File: config.mk
export PLATFORM = sky130hd
export DESIGN_NAME = switching_block_layers
export DESIGN_NICKNAME = d
export VERILOG_FILES = /design/src/rtl/lib_switchblock_pkg.sv /design/src/rtl/switching_block_layers_block.sv /design/src/rtl/switching_block_layers.sv
export SDC_FILE = /design/constraint.sdc
export NUM_CORES = 1
export LEC_CHECK = 0
export BUFFER_PORTS_ARGS = -buffer_cell sky130_fd_sc_hd__buf_2
export CORE_MARGIN = 8
export CORE_UTILIZATION = 55
export DETAILED_ROUTE_END_ITERATION = 8
export PLACE_DENSITY = 0.81
export SETUP_SLACK_MARGIN = 0.5
export SYNTH_ARGS = -nofsm -noshare
export SYNTH_HDL_FRONTEND = slang
export SYNTH_SLANG_ARGS = --single-unit
File: constraint.sdc
create_clock -name clk_i -period 2.3 [get_ports clk_i]
set_input_delay 0.46 -clock clk_i [delete_from_list [all_inputs] [get_ports clk_i]]
set_output_delay 0.46 -clock clk_i [all_outputs]
set_load 0.02 [all_outputs]
File: src/rtl/lib_switchblock_pkg.sv
// -----------------------------------------------------------------------------
// lib_switchblock_pkg
//   Shared constants and helpers for the three-layer DEM switching tree.
//   - INPUT_WIDTH : width of the input code and of every sub-code
//   - NUM_LAYERS  : depth of the binary splitting tree (one register per layer)
//   - NUM_OUTPUTS : number of leaf sub-codes (2**NUM_LAYERS)
//   - LFSR_WIDTH  : width of the per-block sign LFSR (used with DEM_LFSR_EN)
//   - lfsr_seed() : distinct non-zero seed for each block index
//   - lfsr_feedback() : Fibonacci feedback bit, taps 8,6,5,4
// -----------------------------------------------------------------------------
package lib_switchblock_pkg;

  localparam int INPUT_WIDTH = 16;
  localparam int NUM_LAYERS  = 3;
  localparam int NUM_OUTPUTS = 8;
  localparam int LFSR_WIDTH  = 8;

  // Block index 0..6 maps to seeds 1..7, so no LFSR can start in the
  // all-zero lock-up state.
  function automatic logic [LFSR_WIDTH-1:0] lfsr_seed(input int block_index);
    return LFSR_WIDTH'(block_index + 1);
  endfunction

  // Taps 8,6,5,4 (1-based) give a maximal-length 8-bit sequence.
  function automatic logic lfsr_feedback(input logic [LFSR_WIDTH-1:0] state);
    return state[7] ^ state[5] ^ state[4] ^ state[3];
  endfunction

endpackage

File: src/rtl/switching_block_layers_block.sv
// -----------------------------------------------------------------------------
// switching_block
//   One DEM splitting element: registers a = ceil/floor(x/2) and b = x - a.
//   For even x both halves are equal; for odd x the extra LSB goes to a when
//   the sign bit is 0 and to b when it is 1, so a + b == x always.
//
//   Optional feature macro: DEM_LFSR_EN
//     defined   - sign is bit 0 of a per-block 8-bit Fibonacci LFSR that
//                 advances every cycle and resets to lfsr_seed(BLOCK_INDEX)
//     undefined - sign is a toggle bit t that flips on every odd input
//                 (first-order mismatch shaping)
//
// Ports
//   clk_i    : clock, rising edge
//   reset_i  : synchronous active-high reset (outputs and sign state to reset)
//   x_i      : input code
//   a_o, b_o : registered halves, a_o + b_o == previous-cycle x_i
// -----------------------------------------------------------------------------
module switching_block
  import lib_switchblock_pkg::*;
#(
  parameter int BLOCK_INDEX = 0
) (
  input  logic                   clk_i,
  input  logic                   reset_i,
  input  logic [INPUT_WIDTH-1:0] x_i,
  output logic [INPUT_WIDTH-1:0] a_o,
  output logic [INPUT_WIDTH-1:0] b_o
);

  localparam logic [LFSR_WIDTH-1:0] SEED = lfsr_seed(BLOCK_INDEX);

  logic [INPUT_WIDTH-1:0] half_dn;
  logic [INPUT_WIDTH-1:0] half_up;
  logic [INPUT_WIDTH-1:0] a_d, b_d;
  logic [INPUT_WIDTH-1:0] a_q, b_q;
  logic                   odd;
  logic                   sign;

  assign odd     = x_i[0];
  // For odd x, (x-1)/2 is a plain shift; (x+1)/2 is formed one bit wider so
  // x = 2^W-1 yields 2^(W-1) without wrapping.
  assign half_dn = x_i >> 1;
  assign half_up = INPUT_WIDTH'(({1'b0, x_i} + (INPUT_WIDTH + 1)'(1)) >> 1);

`ifdef DEM_LFSR_EN
  logic [LFSR_WIDTH-1:0] lfsr_q, lfsr_d;

  assign lfsr_d = {lfsr_q[LFSR_WIDTH-2:0], lfsr_feedback(lfsr_q)};
  assign sign   = lfsr_q[0];

  always_ff @(posedge clk_i) begin
    if (reset_i) lfsr_q <= SEED;
    else         lfsr_q <= lfsr_d;
  end
`else
  logic t_q, t_d;
  logic unused_seed;

  // The seed only matters for the LFSR build.
  assign unused_seed = ^SEED;

  // t flips on the same edge that registers the odd sample's halves.
  assign t_d  = odd ? ~t_q : t_q;
  assign sign = t_q;

  always_ff @(posedge clk_i) begin
    if (reset_i) t_q <= 1'b0;
    else         t_q <= t_d;
  end
`endif

  // NOTE: defaults assigned first so every path drives a_d/b_d and no latch
  // is inferred.
  always_comb begin
    a_d = half_dn;
    b_d = half_dn;
    if (odd) begin
      if (!sign) a_d = half_up;
      else       b_d = half_up;
    end
  end

  // NOTE: sequential state uses non-blocking assignments so all registers
  // sample their inputs from the same pre-edge values.
  always_ff @(posedge clk_i) begin
    if (reset_i) begin
      a_q <= '0;
      b_q <= '0;
    end else begin
      a_q <= a_d;
      b_q <= b_d;
    end
  end

  assign a_o = a_q;
  assign b_o = b_q;

endmodule

File: src/rtl/switching_block_layers.sv
// -----------------------------------------------------------------------------
// switching_block_layers
//   Three-layer binary-tree DEM splitter. Seven switching_block instances
//   split each input code into eight sub-codes whose sum equals the input
//   sampled three edges earlier. One sample accepted per cycle, no handshake.
//
//   Optional feature macro: DEM_LFSR_EN (selects LFSR sign inside each block;
//   sum and latency are unchanged).
//
// Ports
//   clk_i                     : clock, rising edge
//   reset_i                   : synchronous active-high reset, flushes tree
//   x_in_i                    : unsigned input code
//   x_out3_1_o .. x_out3_8_o  : registered layer-3 sub-codes
// -----------------------------------------------------------------------------
module switching_block_layers
  import lib_switchblock_pkg::*;
(
  input  logic                   clk_i,
  input  logic                   reset_i,
  input  logic [INPUT_WIDTH-1:0] x_in_i,
  output logic [INPUT_WIDTH-1:0] x_out3_1_o,
  output logic [INPUT_WIDTH-1:0] x_out3_2_o,
  output logic [INPUT_WIDTH-1:0] x_out3_3_o,
  output logic [INPUT_WIDTH-1:0] x_out3_4_o,
  output logic [INPUT_WIDTH-1:0] x_out3_5_o,
  output logic [INPUT_WIDTH-1:0] x_out3_6_o,
  output logic [INPUT_WIDTH-1:0] x_out3_7_o,
  output logic [INPUT_WIDTH-1:0] x_out3_8_o
);

  // Tree nodes in heap order: node 0 is the input, block k reads node k and
  // drives nodes 2k+1 (a) and 2k+2 (b). Blocks 0..6 cover layers 1..3, and
  // the leaves land in nodes 7..14 in output order.
  localparam int NUM_NODES = 2 * NUM_OUTPUTS - 1;
  localparam int LEAF_BASE = NUM_OUTPUTS - 1;

  logic [INPUT_WIDTH-1:0] node [NUM_NODES];

  assign node[0] = x_in_i;

  for (genvar lay = 0; lay < NUM_LAYERS; lay++) begin : g_layer
    for (genvar k = 0; k < (1 << lay); k++) begin : g_block
      localparam int IDX = (1 << lay) - 1 + k;

      switching_block #(
        .BLOCK_INDEX(IDX)
      ) u_block (
        .clk_i  (clk_i),
        .reset_i(reset_i),
        .x_i    (node[IDX]),
        .a_o    (node[2*IDX+1]),
        .b_o    (node[2*IDX+2])
      );
    end
  end

  assign x_out3_1_o = node[LEAF_BASE + 0];
  assign x_out3_2_o = node[LEAF_BASE + 1];
  assign x_out3_3_o = node[LEAF_BASE + 2];
  assign x_out3_4_o = node[LEAF_BASE + 3];
  assign x_out3_5_o = node[LEAF_BASE + 4];
  assign x_out3_6_o = node[LEAF_BASE + 5];
  assign x_out3_7_o = node[LEAF_BASE + 6];
  assign x_out3_8_o = node[LEAF_BASE + 7];

endmodule

==> results.py <==
metrics = {
    "logic_synthesis": {
        "synth_area_per_cell_um2": 8.75,
        "synth_nets": 1140,
        "ys_seq_area_share_pct": 47.4,
        "synth_area_um2": 9760,
        "syn_inst": 1115,
        "synth.distinct_cells": 32,
        "yosys_warnings": 0,
        "ys_ff_latch": 231,
    },
    "place": {
        "port-buffer-count": 145,
        "placed_area_um2": 10600,
        "dp_hpwl_um": 16000,
        "gp_congestion": 0.915,
    },
    "timing": {
        "finalHoldWorstSlack_ps": 271,
        "finalHoldViolCount": 0,
        "rsz0062_at_grt": "yes",
        "finClkSkew_ps": 12.4,
        "setup_tns_ps": 0,
        "fin_crit_sh_pct": 75.3,
        "setup_violations": 0,
        "slew_viol_final": 0,
        "slew_headroom_pct": 60.4,
        "max_freq_mhz": 578,
        "period_minus_slack_ps": 1730,
        "worst_pin_slew_ps": 595,
    },
    "floorplanning": {
        "die_area_um2": 22300,
        "die_width_um": 149,
        "num_rows": 48,
        "core_area_um2": 17300,
        "initial_utilization_pct": 56.4,
        "pin_count": 146,
        "die_h_um": 149,
    },
    "grt": {
        "antenna_found_initial": 0,
        "grt_pass1_wl_um": 35900,
        "grt_pass1_vias": 7319,
        "grt_usage_pct": 19.1,
        "gr-total-overflow": 0,
        "grt_max_degree": 91,
    },
    "flow_run": {
        "maxCapViolations": 0,
    },
    "routing": {
        "drt_iter0_drc": 495,
        "num_vias": 8159,
        "wire_per_inst_um": 15.5,
        "wirelength_um": 22800,
        "viasPerCell": 5.54,
        "drc": 0,
        "drtPass1Iterations": 5,
        "antenna_left": 0,
    },
    "hold_path": {
        "hold_path.class": "in -> reg",
        "hold_path_depth": 3,
    },
    "power": {
        "power.leakage_nw": 4.33,
        "vdd_ir_drop_max_mv": 0.493,
        "cellPowerDensity_nw_per_um2": 743,
    },
    "clocking": {
        "cts_hold_buffers": 0,
        "clock-root-buffer": "clkbuf_16",
        "cts.path.max_buffers": 3,
        "cts.clk_slew.worst_paths_ps": 60,
        "cts_sinks": 231,
        "clock_latency_ps": 510,
        "numCtsBuffers": 23,
        "cts_tree": "done",
        "cts.htree.levels": 1,
    },
    "worst_setup_path": {
        "crit_cells": 4,
        "critPathBufInv": 0,
        "crit_required_ps": 2700,
        "crit_family": "simple AND/OR/NAND/NOR gates",
        "cp_max_fo": 7,
        "cp_cell_sequence": "nand4_4, or2_1, nor4_1, mux2i_1",
        "critical_path_class": "reg -> reg",
        "worstSetupEndpointType": "register",
        "ff2ff_path_depth": 4,
        "cp_slowest_stage_delay_ps": 440,
        "worstPathArrival_ps": 2140,
        "cp_slowest_cell": "dfxtp_1",
        "worst_setup_path_start_kind": "register",
    },
    "cells_and_area": {
        "antennaDiodeCount": 0,
        "area_growth_pct": 18.4,
        "stdcell_area_um2": 11600,
        "final_net_count": 1259,
        "drive_above_1_share_pct": 20.9,
        "fillers": 1358,
    },
    "outcome": {
        "status": "complete, no violations",
    },
}
==> cells in the final DEF (no fill, tap or decap), types with 2 or more instances in the layout <==
master       n
mux2_2       2
dfxtp_2     10
nor2_1     152
a21oi_1     47
buf_2      144
nand4b_1     4
inv_1        7
bufinv_16    2
nand4_1     45
mux2i_1     43
nand2b_1    33
clkbuf_16   23
o21ai_0     28
and2_1       5
or3_4        2
and4_1       7
or3_1       31
nor4_1      48
nand2_1     74
nand3_1     48
xor2_1      48
nor3_2       3
and3_1       4
ha_2         3
buf_4       27
xnor2_1     77
dfxtp_1    221
ha_1         4
clkbuf_1     4
or2_2       22
nor2b_1     12
nor4_2       7
nor3_1      42
clkbuf_8     7
==> Yosys cell counts <==
library cell / n / area [um2]
a21oi_1: 47 / 235
and2_1: 5 / 31.3
and3_1: 4 / 25.0
and4_1: 8 / 70.1
and4b_1: 1 / 10.0
buf_1: 4 / 15.0
buf_2: 4 / 20.0
buf_6: 1 / 11.3
clkbuf_1: 68 / 255
clkbuf_2: 1 / 5.00
dfxtp_1: 231 / 4620
ha_1: 7 / 87.6
inv_1: 7 / 26.3
mux2_2: 2 / 22.5
mux2i_1: 43 / 430
nand2_1: 74 / 278
nand2b_1: 33 / 206
nand3_1: 50 / 250
nand4_1: 45 / 282
nand4_4: 1 / 21.3
nand4b_1: 4 / 35.0
nor2_1: 152 / 571
nor2b_1: 12 / 75.1
nor3_1: 45 / 225
nor4_1: 56 / 350
o21ai_0: 28 / 140
or2_1: 1 / 6.26
or2_2: 22 / 138
or3_1: 33 / 206
or4_4: 1 / 11.3
xnor2_1: 77 / 674
xor2_1: 48 / 420
==> worst paths after layout <==
kind | from | to | slack (ps)
min | x_in_i[1] | g_layer[0].g_block[0].u_block.b_o[0]$_SDFF_PP0_ | 270
max | g_layer[0].g_block[0].u_block.a_o[7]$_SDFF_PP0_ | g_layer[1].g_block[0].u_block.b_o[11]$_SDFF_PP0_ | 570
min reg2reg | g_layer[1].g_block[0].u_block.a_o[1]$_SDFF_PP0_ | g_layer[2].g_block[0].u_block.a_o[0]$_SDFF_PP0_ | 510
max reg2reg | g_layer[0].g_block[0].u_block.a_o[7]$_SDFF_PP0_ | g_layer[1].g_block[0].u_block.b_o[11]$_SDFF_PP0_ | 570
==> state kept, by name, summed over array words and instances, names as in the netlist <==
name                          cells
g_layer.g_block.u_block.b_o     112
g_layer.g_block.u_block.a_o     112
g_layer.g_block.u_block.sign      7
==> stage by stage <==
stage / setup WS, ps / power (mW) / utilization [%] / cells
after global routing: 442 / 8.89 / 66.8 / 1472
after detailed placement: 248 / 4.92 / 61.3 / 1425
final: 569 / 8.58 / 66.8 / 1472
after floorplan: 548 / 4.73 / - / 1115
after CTS: 480 / 8.64 / 65.9 / 1464
after global placement: 324 / 4.91 / 61.3 / 1425
==> cell type report <==
class	count	area (um2)	area share, %
clock buffer	34	687	5.95
clock inverter	4	73.8	0.639
inverter	7	26.3	0.227
multi-input combinational	799	4910	42.5
sequential	231	4640	40.1
tap	225	282	2.44
timing repair buffer	172	935	8.09
==> cell families (layout without fill, tap and decap cells) <==
group	count (synthesis)	count (layout)	share of synthesized area [%]
AOI/OAI and AO/OA	75	75	3.85
xor gates and xnor gates	125	125	11.2
adders and majority gates	7	7	0.897
buffers and inverters	85	217	3.41
DFF	231	231	47.4
muxes	45	45	4.64
and+or+nand+nor	547	547	28.6
==> tightest hold or removal path, cell delays in order <==
cell and delay [ps]:
buf_2 130, nand2_1 70, a21oi_1 60
==> metal layers <==
metal | up-vias | global-route usage (%) | share of wire (%)
met4 | 0 | 4.90 | 1.2
met5 | - | 0 | 0
met2 | 286 | 30.4 | 45
met1 | 3790 | 26.2 | 45
met3 | 24 | 3.58 | 8.4
li1 | 4059 | - | -
==> power breakdown <==
part	switching, mW	leakage [nW]	internal [mW]
logic	0.351	2.07	0.212
clock network	1.45	0.375	2.27
registers	0.154	1.89	4.14
==> what timing repair did <==
item | in CTS | in global routing
setup endpoints to repair | 13 | 46
resized for setup | 7 | 24
buffers inserted | 1 | 8
pin swaps | 1 | 6
cloned | 0 | 0
No activity file was read; power rests on OpenSTA's default activity.
